<file path="src/rtl/hazard_sched_if.sv">
// rtl/hazard_sched_if.sv - D-stage hazard request/response bundle for hazard_sched.
// The pipeline (master) drives the D-stage descriptor; the scheduler (slave) returns stall/forward controls.
interface hazard_sched_if;
  logic [4:0] rsD;
  logic [4:0] rtD;
  logic [1:0] tuseRsD;
  logic [1:0] tuseRtD;
  logic [4:0] waD;
  logic [1:0] tnewD;
  logic       mdStartD;
  logic       mdDivD;
  logic       mdUseD;
  logic       excFlush;
  logic       stallD;
  logic       clrE;
  logic [1:0] fwdRsD;
  logic [1:0] fwdRtD;
  logic       mdBusy;

  modport master (
    output rsD, rtD, tuseRsD, tuseRtD, waD, tnewD,
    output mdStartD, mdDivD, mdUseD, excFlush,
    input  stallD, clrE, fwdRsD, fwdRtD, mdBusy
  );

  modport slave (
    input  rsD, rtD, tuseRsD, tuseRtD, waD, tnewD,
    input  mdStartD, mdDivD, mdUseD, excFlush,
    output stallD, clrE, fwdRsD, fwdRtD, mdBusy
  );
endinterface

</file>
<file path="src/rtl/hazard_sched.sv">
// rtl/hazard_sched.sv - Tuse/Tnew hazard scheduler: D-stage stall, D/E bubble, forwarding selects, mult/div busy.
// Shadows the write address and remaining latency of the E/M/W instructions.
module hazard_sched #(
  parameter int MULT_CYC = 5,
  parameter int DIV_CYC  = 10
) (
  input  logic           clk,
  input  logic           rst,
  hazard_sched_if.slave  hs
);

  localparam logic [3:0] MULT_LOAD = 4'(MULT_CYC);
  localparam logic [3:0] DIV_LOAD  = 4'(DIV_CYC);

  logic [4:0] wa_e, wa_m, wa_w;
  logic [1:0] tn_e, tn_m;
  logic [3:0] md_cnt;

  logic       stall_rs, stall_rt, stall_md, stall_d, md_busy;
  logic [1:0] fwd_rs, fwd_rt;
  logic [1:0] tn_dcl;

  // A source stalls only if a producer still needs more cycles than the consumer can wait.
  function automatic logic src_stall(
    input logic [4:0] s,
    input logic [1:0] tuse,
    input logic [4:0] we,
    input logic [1:0] te,
    input logic [4:0] wm,
    input logic [1:0] tm
  );
    logic live;
    live = (s != 5'd0) && (tuse != 2'd3);
    return live && (((we == s) && (te > tuse)) || ((wm == s) && (tm > tuse)));
  endfunction

  // Youngest matching stage wins; a not-yet-ready match hides older copies.
  function automatic logic [1:0] src_fwd(
    input logic [4:0] s,
    input logic [4:0] we,
    input logic [1:0] te,
    input logic [4:0] wm,
    input logic [1:0] tm,
    input logic [4:0] ww
  );
    logic [1:0] sel;
    sel = 2'd0;
    if (s == 5'd0)
      sel = 2'd0;
    else if (we == s)
      sel = (te == 2'd0) ? 2'd1 : 2'd0;
    else if (wm == s)
      sel = (tm == 2'd0) ? 2'd2 : 2'd0;
    else if (ww == s)
      sel = 2'd3;
    return sel;
  endfunction

  always_comb begin
    md_busy  = (md_cnt != 4'd0);
    stall_md = hs.mdUseD && md_busy;
    stall_rs = src_stall(hs.rsD, hs.tuseRsD, wa_e, tn_e, wa_m, tn_m);
    stall_rt = src_stall(hs.rtD, hs.tuseRtD, wa_e, tn_e, wa_m, tn_m);
    stall_d  = stall_rs | stall_rt | stall_md;
    fwd_rs   = src_fwd(hs.rsD, wa_e, tn_e, wa_m, tn_m, wa_w);
    fwd_rt   = src_fwd(hs.rtD, wa_e, tn_e, wa_m, tn_m, wa_w);
    tn_dcl   = (hs.waD == 5'd0) ? 2'd0 : hs.tnewD;
  end

  assign hs.stallD = stall_d;
  assign hs.clrE   = stall_d;
  assign hs.fwdRsD = fwd_rs;
  assign hs.fwdRtD = fwd_rt;
  assign hs.mdBusy = md_busy;

  always_ff @(posedge clk or posedge rst) begin
    if (rst) begin
      wa_e   <= 5'd0;
      wa_m   <= 5'd0;
      wa_w   <= 5'd0;
      tn_e   <= 2'd0;
      tn_m   <= 2'd0;
      md_cnt <= 4'd0;
    end else if (hs.excFlush) begin
      wa_e   <= 5'd0;
      wa_m   <= 5'd0;
      wa_w   <= 5'd0;
      tn_e   <= 2'd0;
      tn_m   <= 2'd0;
      md_cnt <= 4'd0;
    end else begin
      wa_w <= wa_m;
      wa_m <= wa_e;
      tn_m <= (tn_e == 2'd0) ? 2'd0 : tn_e - 2'd1;
      if (stall_d) begin
        wa_e <= 5'd0;
        tn_e <= 2'd0;
      end else begin
        wa_e <= hs.waD;
        tn_e <= tn_dcl;
      end
      // A start is only accepted when not stalled, which implies the unit is idle.
      if (hs.mdStartD && !stall_d)
        md_cnt <= hs.mdDivD ? DIV_LOAD : MULT_LOAD;
      else if (md_cnt != 4'd0)
        md_cnt <= md_cnt - 4'd1;
    end
  end

endmodule

</file>
<file path="src/flat_wrapper.sv">
// flat-port wrapper written by rule: the top's interface ports become plain ports
module hazard_sched_flat 
#(
  parameter int MULT_CYC = 5,
  parameter int DIV_CYC  = 10
)
  (clk, rst, hs_rsD, hs_rtD, hs_tuseRsD, hs_tuseRtD, hs_waD, hs_tnewD, hs_mdStartD, hs_mdDivD, hs_mdUseD, hs_excFlush, hs_stallD, hs_clrE, hs_fwdRsD, hs_fwdRtD, hs_mdBusy);
  hazard_sched_if hs_i ();
  input  logic clk;
  input  logic rst;
  input wire logic [$bits(hs_i.rsD)-1:0] hs_rsD;
  input wire logic [$bits(hs_i.rtD)-1:0] hs_rtD;
  input wire logic [$bits(hs_i.tuseRsD)-1:0] hs_tuseRsD;
  input wire logic [$bits(hs_i.tuseRtD)-1:0] hs_tuseRtD;
  input wire logic [$bits(hs_i.waD)-1:0] hs_waD;
  input wire logic [$bits(hs_i.tnewD)-1:0] hs_tnewD;
  input wire logic [$bits(hs_i.mdStartD)-1:0] hs_mdStartD;
  input wire logic [$bits(hs_i.mdDivD)-1:0] hs_mdDivD;
  input wire logic [$bits(hs_i.mdUseD)-1:0] hs_mdUseD;
  input wire logic [$bits(hs_i.excFlush)-1:0] hs_excFlush;
  output wire logic [$bits(hs_i.stallD)-1:0] hs_stallD;
  output wire logic [$bits(hs_i.clrE)-1:0] hs_clrE;
  output wire logic [$bits(hs_i.fwdRsD)-1:0] hs_fwdRsD;
  output wire logic [$bits(hs_i.fwdRtD)-1:0] hs_fwdRtD;
  output wire logic [$bits(hs_i.mdBusy)-1:0] hs_mdBusy;
  assign hs_i.rsD = hs_rsD;
  assign hs_i.rtD = hs_rtD;
  assign hs_i.tuseRsD = hs_tuseRsD;
  assign hs_i.tuseRtD = hs_tuseRtD;
  assign hs_i.waD = hs_waD;
  assign hs_i.tnewD = hs_tnewD;
  assign hs_i.mdStartD = hs_mdStartD;
  assign hs_i.mdDivD = hs_mdDivD;
  assign hs_i.mdUseD = hs_mdUseD;
  assign hs_i.excFlush = hs_excFlush;
  assign hs_stallD = hs_i.stallD;
  assign hs_clrE = hs_i.clrE;
  assign hs_fwdRsD = hs_i.fwdRsD;
  assign hs_fwdRtD = hs_i.fwdRtD;
  assign hs_mdBusy = hs_i.mdBusy;
  hazard_sched #(.MULT_CYC(MULT_CYC), .DIV_CYC(DIV_CYC)) u_core (.clk(clk), .rst(rst), .hs(hs_i));
endmodule
</file>
<file path="config.mk">
export PLATFORM = sky130hd
export DESIGN_NAME = hazard_sched_flat
export DESIGN_NICKNAME = d
export VERILOG_FILES = /design/src/rtl/hazard_sched_if.sv /design/src/rtl/hazard_sched.sv /design/src/flat_wrapper.sv
export SDC_FILE = /design/constraint.sdc
export NUM_CORES = 1
export LEC_CHECK = 0
export CORE_MARGIN = 3
export CORE_UTILIZATION = 40
export CTS_CLUSTER_DIAMETER = 150
export CTS_CLUSTER_SIZE = 25
export DETAILED_ROUTE_END_ITERATION = 12
export GPL_TIMING_DRIVEN = 0
export PLACE_DENSITY = 0.7
export SLEW_MARGIN = 20
export SYNTH_ARGS = -nofsm -noshare
export SYNTH_HDL_FRONTEND = slang
export SYNTH_SLANG_ARGS = --single-unit
</file>
<file path="constraint.sdc">
create_clock -name clk -period 2.56 [get_ports clk]
set_input_delay 0.512 -clock clk [delete_from_list [all_inputs] [get_ports clk]]
set_output_delay 0.512 -clock clk [all_outputs]
set_load 0.02 [all_outputs]
</file>
==> results of run 1 <==
## layout make-up
type | instances | area share, %
buffer | 2 | 0.323
clock buffer | 4 | 1.94
inverter | 18 | 2.90
multi-input combinational | 128 | 48.7
sequential | 23 | 24.8
tap | 48 | 2.58
timing repair buffer | 51 | 18.8
## state kept, by name (all words and copies together), names as in the netlist
| signal | cells |
|---|---|
| u_core.wa_e | 5 |
| u_core.wa_m | 5 |
| u_core.wa_w | 5 |
| u_core.md_cnt | 4 |
| u_core.tn_e | 2 |
| u_core.tn_m | 2 |
## what timing repair did
| item | 4_1_cts | 5_1_grt |
|---|---|---|
| pin swaps | 15 | 12 |
| setup endpoints to repair | 8 | 13 |
| buffers inserted | 14 | 7 |
| resized for setup | 95 | 18 |
## through the flow
step           util [%]  area [um^2]
6_report           62.1         2330
5_1_grt            62.1         2330
4_1_cts            60.2         2250
3_5_place_dp       52.7         1970
3_3_place_gp       52.7         1970
2_1_floorplan         -         1590
## cell usage after synthesis (all sizes together) (2+ instances only)
cell type | n | share of area [%]
a211oi | 4 | 2.2
a21bo | 2 | 1.3
a21oi | 9 | 3.1
buf | 2 | 0.71
dfrtp | 23 | 36
ha | 9 | 7.1
inv | 18 | 4.2
mux2 | 2 | 1.6
nand2 | 7 | 1.8
nand3 | 6 | 1.9
nor2 | 17 | 4.0
nor2b | 11 | 4.3
nor3 | 7 | 2.2
nor3b | 5 | 2.4
nor4 | 2 | 0.78
o21ai | 3 | 1.4
or4 | 2 | 1.4
xnor2 | 21 | 12
xor2 | 10 | 5.5
## report_power, final
group / total, W / switching (W) / internal [W]
combinational: 0.000725 / 0.000336 / 0.000389
sequential: 0.000477 / 0.0000619 / 0.000415
clock: 0.000215 / 0.000104 / 0.000111
## cells by family (layout without fill, tap and decap cells)
kind of cell | count (synthesis) | in the layout | share of synthesized area [%]
xor gates and xnor gates | 31 | 31 | 17.0
adders and majority gates | 9 | 9 | 7.06
AOI/OAI and AO/OA | 21 | 21 | 10.6
and+or+nand+nor | 64 | 64 | 21.7
muxes | 3 | 3 | 2.28
DFF | 23 | 23 | 36.1
buffers and inverters | 21 | 75 | 5.18
## how the worst min path moves through the flow
| stage | cells after the start | startpoint | end | slack [ps] |
|---|---|---|---|---|
| floorplan | 1 | u_core.tn_e[0] | u_core.tn_m[0] | 450 |
| global placement | 1 | u_core.tn_e[0] | u_core.tn_m[0] | 500 |
| detailed placement | 1 | u_core.tn_e[0] | u_core.tn_m[0] | 520 |
| CTS | 1 | u_core.tn_e[0] | u_core.tn_m[0] | 540 |
| global route | 1 | u_core.tn_e[0] | u_core.tn_m[0] | 550 |
| finish | 1 | u_core.tn_e[0] | u_core.tn_m[0] | 540 |
## routing by layer
layer / part of all wire [%] / GRT usage, % / wire length [um] / up-vias
li1: - / - / - / 682
met3: 3.1 / 2.62 / 120 / 4
met1: 45 / 20.2 / 1750 / 639
met5: 0 / 0 / 0 / -
met4: 1.1 / 5.64 / 41 / 0
met2: 51 / 29.1 / 1960 / 30
==> run_results.csv, run 1 <==
group,metric,value,unit
detailed_routing,drt_first_iter_violations,42,
sta,skew,1.36,ps
final_layout,multi_input_area,1130,um^2
final_layout,mostFrequentLayoutCell,"dfrtp_1",
final_layout,final_cell_mix,"dfrtp_1 (22), xnor2_1 (21), nor2_1 (17), buf_4 (17), inv_1 (16)",
cts,ctsRootBufferMaster,"clkbuf_8",
synthesis,synth_nets,208,
synthesis,seq_cells_post_synth,23,
cts,cts_num_sinks,23,
synthesis,synth-async-reset-ratio,100,%
floorplanning,effective_utilization_at_floorplan,42.6,%
detailed_routing,vias_per_cell,4.95,
job,max-cap-violations,0,
synthesis,yosysWarnings,0,
floorplanning,die_height,69.1,um
critical_path,setup.worst_path.end_class,"primary output",
floorplanning,chipWidth,69.1,um
critical_path,timing_worst_setup_path_type,"primary input to primary output",
critical_path,cp_capture_point,"hs_clrE",
placed_design,port_buffers,32,
sta,final_critical_path_setup_slack,110,ps
synthesis,synthesis.area,1590,um^2
critical_path,worstPathBufferInverterCount,2,
sta,timing.hold.ws,543,ps
cts,hold_buffers,0,
cts,clock_path_buffers,2,
critical_path,crit_path_max_incr_delay,560,ps
critical_path,cp-startpoint,"hs_rtD[0]",
cts,clk_transition_reported_paths,70,ps
final_layout,number_of_diodes_added_for_antenna_fixing,0,
critical_path,critical_path_peak_fanout,4,
synthesis,synth_enable_flop_cells,0,
sta,fmax,408,MHz
detailed_routing,drt-total-wl,3880,um
sta,tightest_slew,830,ps
global_routing,grt-ovfl-total,0,
cts,clock_insertion_delay_worst_skew,260,ps
power,total_power,0.00142,W
critical_path,critical_path_depth,7,
detailed_routing,firstDrtPassIters,4,
sta,fin_tns_setup,0,ps
sta,finalMaxSlewViolations,0,
detailed_routing,detail_route.drc_violations,0,
global_routing,first_pass_grt_wire_length,6470,um
sta,timing.final.setup_violations,0,
sta,slew-limit-headroom,44.6,%
floorplanning,floorplan_die_area,4780,um^2
sta,finalHoldViolations,0,
floorplanning,ios,34,
global_routing,track_usage,16.5,%
min_path,worstHoldPathType,"flip-flop to flip-flop",
global_routing,first_global_vias,1409,
critical_path,path_delay_family,"simple AND/OR/NAND/NOR gates",
cts,numCtsBuffers,3,
synthesis,ys_seq_area_share,36.1,%
placed_design,dpl_worst_slack,-1010,ps
detailed_routing,routed-via-count,1355,
critical_path,reg2regPathDepth,13,
power,power.density_cell_area,609,nW/um^2
final_layout,layout.filler_cells,335,
detailed_routing,route.antenna.remaining_nets,0,
synthesis,synth_cell_type_count,37,
synthesis,dominantRegCellSynth,"dfrtp_1",
final_layout,synthToLayoutAreaGrowth,45.9,%
critical_path,start_kind,"primary input",
placed_design,gp_congestion,0.965,
power,irDropWorstVdd,351,uV
final_layout,area.sequential,577,um^2
critical_path,timing.critical_path.slowest_stage_cell,"or4_4",
placed_design,placedCellCount,252,
floorplanning,fp-row-count,22,
sta,unrepaired_setup_endpoints_after_global_routing,"false",
critical_path,critical_path_required,2050,ps
critical_path,crit_path_cell_trace,"buf_6 -> or4_4 -> o21ai_4 -> a211oi_2 -> a21oi_2 -> nand2_1 -> buf_2",
global_routing,pin_count_of_the_biggest_net_entering_global_routing,24,
outcome,status,"complete, no violations",
power,leakage,1.04,nW
final_layout,layoutNonFillerInstCount,274,
placed_design,dp_hpwl,2770,um
final_layout,nNetsFinal,263,
sta,fin_crit_sh,95.7,%
critical_path,cp_data_arrival_time,1940,ps
detailed_routing,detail_route.wl_per_cell,14.2,um
global_routing,antenna_violations_before_repair,0,
synthesis,synthesis.area_per_instance,9.27,um^2
cts,htree_levels,1,
synthesis,synthCells,172,
critical_path,regToRegStartpoint,"u_core.tn_m[1]",
floorplanning,core_region_area,3740,um^2
critical_path,reg2reg_to,"u_core.tn_e[0]",
cts,clock_tree_from_tritoncts,"yes",
critical_path,setup_slack_on_the_worst_flop_to_flop_path,190,ps
final_layout,final_layout_size_suffix_gt1_share,31.4,%
sta,final_worst_path_period_need,2450,ps
Note: power is estimated with default switching activity, not from simulation.
==> run 2: changes to the inputs <==
Clock period 2.56 ns to 2.93 ns, I/O delays scaled along.
==> run 2 against run 1 <==
Effect of this change:
- sequential share of layout area grew 1.3 points
- die area is the same
- register-to-register slack gained 80 ps
- final cell count shrank 1.5%
- flip-flop and latch count is the same
- combinational power shrank 27%
- clock power shrank 13%
- via count shrank 0.96%
- design area shrank 5.1%
- sequential power shrank 14%
- critical path depth grew 1
- power shrank 20%
- critical path type unchanged
==> run_results.csv, run 2 (same netlist as run 1, synthesis figures left out) <==
group,metric,value,unit
outcome,status,"complete, no violations",
cts,ctsRootBufferMaster,"clkbuf_8",
placed_design,port_buffers,32,
power,leakage,1.04,nW
critical_path,crit_path_cell_trace,"clkdlybuf4s15_1 -> or4_4 -> o21ai_4 -> a211oi_1 -> a21oi_2 -> nand2_1 -> buf_4 -> buf_2",
floorplanning,effective_utilization_at_floorplan,42.6,%
power,sequentialPowerShare,36.5,%
power,irDropWorstVdd,283,uV
global_routing,first_pass_grt_wire_length,6200,um
cts,htree_levels,1,
sta,finalMaxSlewViolations,0,
critical_path,cp_data_arrival_time,2280,ps
critical_path,path_delay_family,"simple AND/OR/NAND/NOR gates",
power,cellInternalPower,0.000722,W
final_layout,nNetsFinal,259,
cts,cts_num_sinks,23,
final_layout,registers_with_the_most_flip_flops,"u_core.wa_e (5), u_core.wa_m (5), u_core.wa_w (5)",
detailed_routing,routed-via-count,1342,
cts,clk_transition_reported_paths,70,ps
power,power.density_cell_area,510,nW/um^2
critical_path,crit_path_max_incr_delay,550,ps
critical_path,critical_path_required,2340,ps
power,clkPwrFrac,16.7,%
final_layout,final_cell_mix,"dfrtp_1 (23), xnor2_1 (21), nor2_1 (17), inv_1 (16), buf_4 (15)",
final_layout,layout.filler_cells,351,
critical_path,timing.critical_path.slowest_stage_cell,"or4_4",
final_layout,synthToLayoutAreaGrowth,38.5,%
sta,timing.final.setup_violations,0,
cts,numCtsBuffers,3,
sta,skew,1.37,ps
final_layout,number_of_diodes_added_for_antenna_fixing,0,
floorplanning,fp-row-count,22,
sta,finalHoldViolations,0,
critical_path,start_kind,"primary input",
critical_path,timing_worst_setup_path_type,"primary input to primary output",
floorplanning,chipWidth,69.1,um
sta,fin_crit_sh,97.7,%
detailed_routing,drt-total-wl,3670,um
sta,final_worst_path_period_need,2860,ps
critical_path,worstPathBufferInverterCount,3,
detailed_routing,route.antenna.remaining_nets,0,
global_routing,pin_count_of_the_biggest_net_entering_global_routing,24,
power,sw_frac_of_total,35.9,%
floorplanning,die_height,69.1,um
cts,clock_tree_from_tritoncts,"yes",
final_layout,final_layout_size_suffix_gt1_share,24.8,%
power,power.switching,0.000405,W
detailed_routing,detail_route.drc_violations,0,
power,combinational_cell_fraction_of_total_power,46.8,%
job,max-cap-violations,0,
floorplanning,floorplan_die_area,4780,um^2
sta,slew-limit-headroom,44.6,%
floorplanning,ios,34,
sta,fmax,349,MHz
sta,timing.hold.ws,536,ps
sta,tightest_slew,830,ps
cts,clock_path_buffers,2,
placed_design,dp_hpwl,2770,um
global_routing,track_usage,15.8,%
final_layout,mostFrequentLayoutCell,"dfrtp_1",
global_routing,antenna_violations_before_repair,0,
detailed_routing,vias_per_cell,4.97,
floorplanning,core_region_area,3740,um^2
min_path,worstHoldPathType,"flip-flop to flip-flop",
detailed_routing,detail_route.wl_per_cell,13.6,um
critical_path,setup.worst_path.end_class,"primary output",
detailed_routing,firstDrtPassIters,4,
global_routing,first_global_vias,1388,
detailed_routing,drt_first_iter_violations,45,
placed_design,gp_congestion,0.965,
global_routing,grt-ovfl-total,0,
critical_path,critical_path_peak_fanout,4,
final_layout,utilization_after_layout,59.0,%
cts,clock_insertion_delay_worst_skew,260,ps
run 2: path summary, 6_finish.rpt:
kind                                     start             end  slack, ps  depth (start not counted)
worst max-delay path                 hs_rtD[2]       hs_stallD         70                          8
max in group asynchronous                  rst  u_core.wa_w[1]       1630                          2
worst max register to register  u_core.wa_m[4]  u_core.tn_e[0]        270                         15
worst min register to register  u_core.tn_e[0]  u_core.tn_m[0]        540                          1
worst min-delay path            u_core.tn_e[0]  u_core.tn_m[0]        540                          1
min in group asynchronous                  rst  u_core.tn_e[1]        790                          2
run 2: metrics by stage:
step	instance area (um^2)	setup TNS [ps]	worst slack (ps)	power, W	instances
after floorplan	1590	0	405	0.000730	172
after global placement	1970	-3950	-814	0.000885	252
after detailed placement	1970	-3960	-789	0.000893	252
after CTS	2190	-25.8	-14.4	0.00111	267
after global routing	2210	-9.96	-9.96	0.00121	270
final	2210	0	67.9	0.00113	270
run 2: power groups by stage:
stage	logic [W]	registers, W	clock network (W)
CTS	0.000507	0.000409	0.000191
global placement	0.000471	0.000413	0
floorplan	0.000330	0.000400	0
detailed placement	0.000479	0.000415	0
finish	0.000528	0.000411	0.000188
global route	0.000588	0.000417	0.000205
run 2: final cells by class:
| cell class | count | area, um^2 | share of cell area (%) |
|---|---|---|---|
| plain buffers | 3 | 15.0 | 0.680 |
| clock buffers | 4 | 45.0 | 2.04 |
| inverters | 18 | 67.6 | 3.06 |
| multi-input cells | 128 | 1060 | 48.2 |
| flip-flops and latches | 23 | 576 | 26.1 |
| well taps | 48 | 60.1 | 2.72 |
| repair buffers | 46 | 382 | 17.3 |
run 2: repair_timing:
item                       CTS  global route
setup endpoints to repair    6            13
hold buffers                 0             0
pin swaps                    7             8
resized for setup           41            23
buffers inserted            11             3
run 2: worst register-to-register path: cells and delay by family, from the launching register on:
kind	cells	cell delay, ps
buf+inv	9	1140
simple gates	4	610
compound gates	1	120
xor+xnor	1	210
flops	1	440
run 2: per-layer routing:
layer / part of all wire, % / GRT usage [%]
met1: 46 / 19.9
met2: 49 / 27.0
met3: 4.4 / 2.92
met4: 1.2 / 5.64
met5: 0 / 0
==> run 3: changes to the inputs <==
Settings changed: CORE_UTILIZATION 40 to 35, PLACE_DENSITY 0.7 to 0.64.
==> run 3 against run 2 <==
Effect of this change:
- maximum frequency is essentially flat
- combinational power is essentially flat
- critical path depth is the same
- worst hold slack lost 3.1 ps
- clock-buffer cell count shrank 1
- power grew 1.0%
- design area shrank 3.6%
- sequential power is essentially flat
- clock skew grew 1.3 ps
- via count shrank 3.1%
- die area grew 13%
- non-clock buffer count shrank 7
- largest power group unchanged
==> run_results.csv, run 3 (same netlist as run 1, synthesis figures left out) <==
group,metric,value,unit
outcome,status,"complete, no violations",
critical_path,setup.worst_path.end_class,"primary output",
global_routing,first_pass_grt_wire_length,6160,um
detailed_routing,vias_per_cell,4.91,
job,max-cap-violations,0,
final_layout,synthToLayoutAreaGrowth,33.5,%
final_layout,final_cell_mix,"dfrtp_1 (23), xnor2_1 (21), inv_1 (17), nor2_1 (17), clkdlybuf4s50_1 (15)",
sta,finalHoldViolations,0,
sta,unrepaired_setup_endpoints_after_global_routing,"false",
global_routing,grt-ovfl-total,0,
final_layout,nNetsFinal,252,
detailed_routing,detail_route.drc_violations,0,
detailed_routing,routed-via-count,1300,
critical_path,timing_worst_setup_path_type,"primary input to primary output",
min_path,worstHoldPathType,"flip-flop to flip-flop",
cts,clock_insertion_delay_worst_skew,270,ps
cts,ctsRootBufferMaster,"clkbuf_8",
floorplanning,core_region_area,4200,um^2
final_layout,number_of_diodes_added_for_antenna_fixing,0,
sta,timing.final.setup_violations,0,
sta,skew,2.72,ps
sta,fmax,350,MHz
detailed_routing,drt_first_iter_violations,27,
global_routing,pin_count_of_the_biggest_net_entering_global_routing,24,
sta,fin_crit_sh,97.6,%
sta,final_worst_path_period_need,2860,ps
cts,clock_path_buffers,2,
floorplanning,ios,34,
power,irDropWorstVdd,389,uV
critical_path,setup_slack_on_the_worst_flop_to_flop_path,480,ps
critical_path,cp_capture_point,"hs_stallD",
floorplanning,effective_utilization_at_floorplan,37.9,%
sta,tightest_slew,850,ps
sta,slew-limit-headroom,43.3,%
critical_path,critical_path_required,2340,ps
cts,cts_num_sinks,23,
floorplanning,die_height,73.5,um
final_layout,utilization_after_layout,50.7,%
placed_design,dp_hpwl,2800,um
global_routing,track_usage,15.0,%
floorplanning,chipWidth,73.5,um
critical_path,start_kind,"primary input",
critical_path,critical_path_peak_fanout,4,
final_layout,registers_with_the_most_flip_flops,"u_core.wa_e (5), u_core.wa_m (5), u_core.wa_w (5)",
critical_path,cp-startpoint,"hs_rtD[0]",
placed_design,gp_congestion,0.826,
critical_path,regToRegStartpoint,"u_core.tn_e[1]",
critical_path,cp_data_arrival_time,2270,ps
global_routing,first_global_vias,1343,
final_layout,layout.filler_cells,399,
detailed_routing,drt-total-wl,3730,um
placed_design,port_buffers,32,
power,power.density_cell_area,535,nW/um^2
sta,final_critical_path_setup_slack,69.2,ps
cts,htree_levels,1,
cts,numCtsBuffers,3,
cts,clk_transition_reported_paths,80,ps
critical_path,reg2regPathDepth,11,
floorplanning,floorplan_die_area,5400,um^2
floorplanning,fp-row-count,23,
global_routing,antenna_violations_before_repair,0,
placed_design,dpl_worst_slack,-842,ps
detailed_routing,firstDrtPassIters,4,
detailed_routing,detail_route.wl_per_cell,14.1,um
power,leakage,0.981,nW
power,total_power,0.00114,W
detailed_routing,route.antenna.remaining_nets,0,
cts,clock_tree_from_tritoncts,"yes",
sta,finalMaxSlewViolations,0,
final_layout,final_layout_size_suffix_gt1_share,19.5,%
critical_path,reg2reg_to,"u_core.md_cnt[2]",
final_layout,mostFrequentLayoutCell,"dfrtp_1",
## run 3: repair_timing
| item | 4_1_cts | 5_1_grt |
|---|---|---|
| pin swaps | 5 | 5 |
| setup endpoints to repair | 6 | 6 |
| hold buffers | 0 | 0 |
| resized for setup | 39 | 14 |
| buffers inserted | 4 | 3 |
## run 3: worst max-delay path, cell delays in order
cell           delay (ps)
dlygate4sd2_1         310
or4_4                 570
o21ai_2               180
a211oi_2               80
a22oi_2               190
nand2_1                90
buf_4                 140
buf_6                 120
## run 3: layout make-up
cell class | count | area (um^2) | area share (%)
plain buffers | 3 | 15.0 | 0.705
clock buffers | 3 | 41.3 | 1.94
clock inverters | 1 | 7.51 | 0.353
inverters | 18 | 67.6 | 3.17
multi-input cells | 128 | 1030 | 48.2
flip-flops and latches | 23 | 576 | 27.0
well taps | 50 | 62.6 | 2.94
repair buffers | 39 | 333 | 15.6
## run 3: worst min path at each step
| stage | start | end | slack, ps | cells past startpoint |
|---|---|---|---|---|
| after floorplan | u_core.tn_e[0] | u_core.tn_m[0] | 450 | 1 |
| after global placement | u_core.tn_e[0] | u_core.tn_m[0] | 510 | 1 |
| after detailed placement | u_core.tn_e[0] | u_core.tn_m[0] | 520 | 1 |
| after CTS | u_core.tn_e[0] | u_core.tn_m[0] | 540 | 1 |
| after global routing | u_core.tn_e[0] | u_core.tn_m[0] | 570 | 1 |
| final | u_core.tn_e[0] | u_core.tn_m[0] | 530 | 1 |
## run 3: where the power goes
group          leakage (nW)  internal [W]  switching [W]
combinational         0.649      0.000268       0.000262
clock                0.0217     0.0000963       0.000104
sequential            0.310      0.000362      0.0000469
## run 3: per-stage QoR
stage,instances,area [um^2],hold slack (ps),setup TNS (ps)
2_1_floorplan,172,1590,455,0
3_3_place_gp,254,1980,506,-4380
3_5_place_dp,254,1980,519,-4410
4_1_cts,262,2110,539,0
5_1_grt,265,2130,571,0
6_report,265,2130,533,0
## run 3: metal layers
layer	vias to the layer above	routed length (um)	part of all wire (%)	GRT usage [%]
met4	0	61	1.6	5.43
met3	7	227	6.1	3.42
li1	658	-	-	-
met5	-	0	0	0
met2	37	1840	49	26.2
met1	598	1600	43	17.8
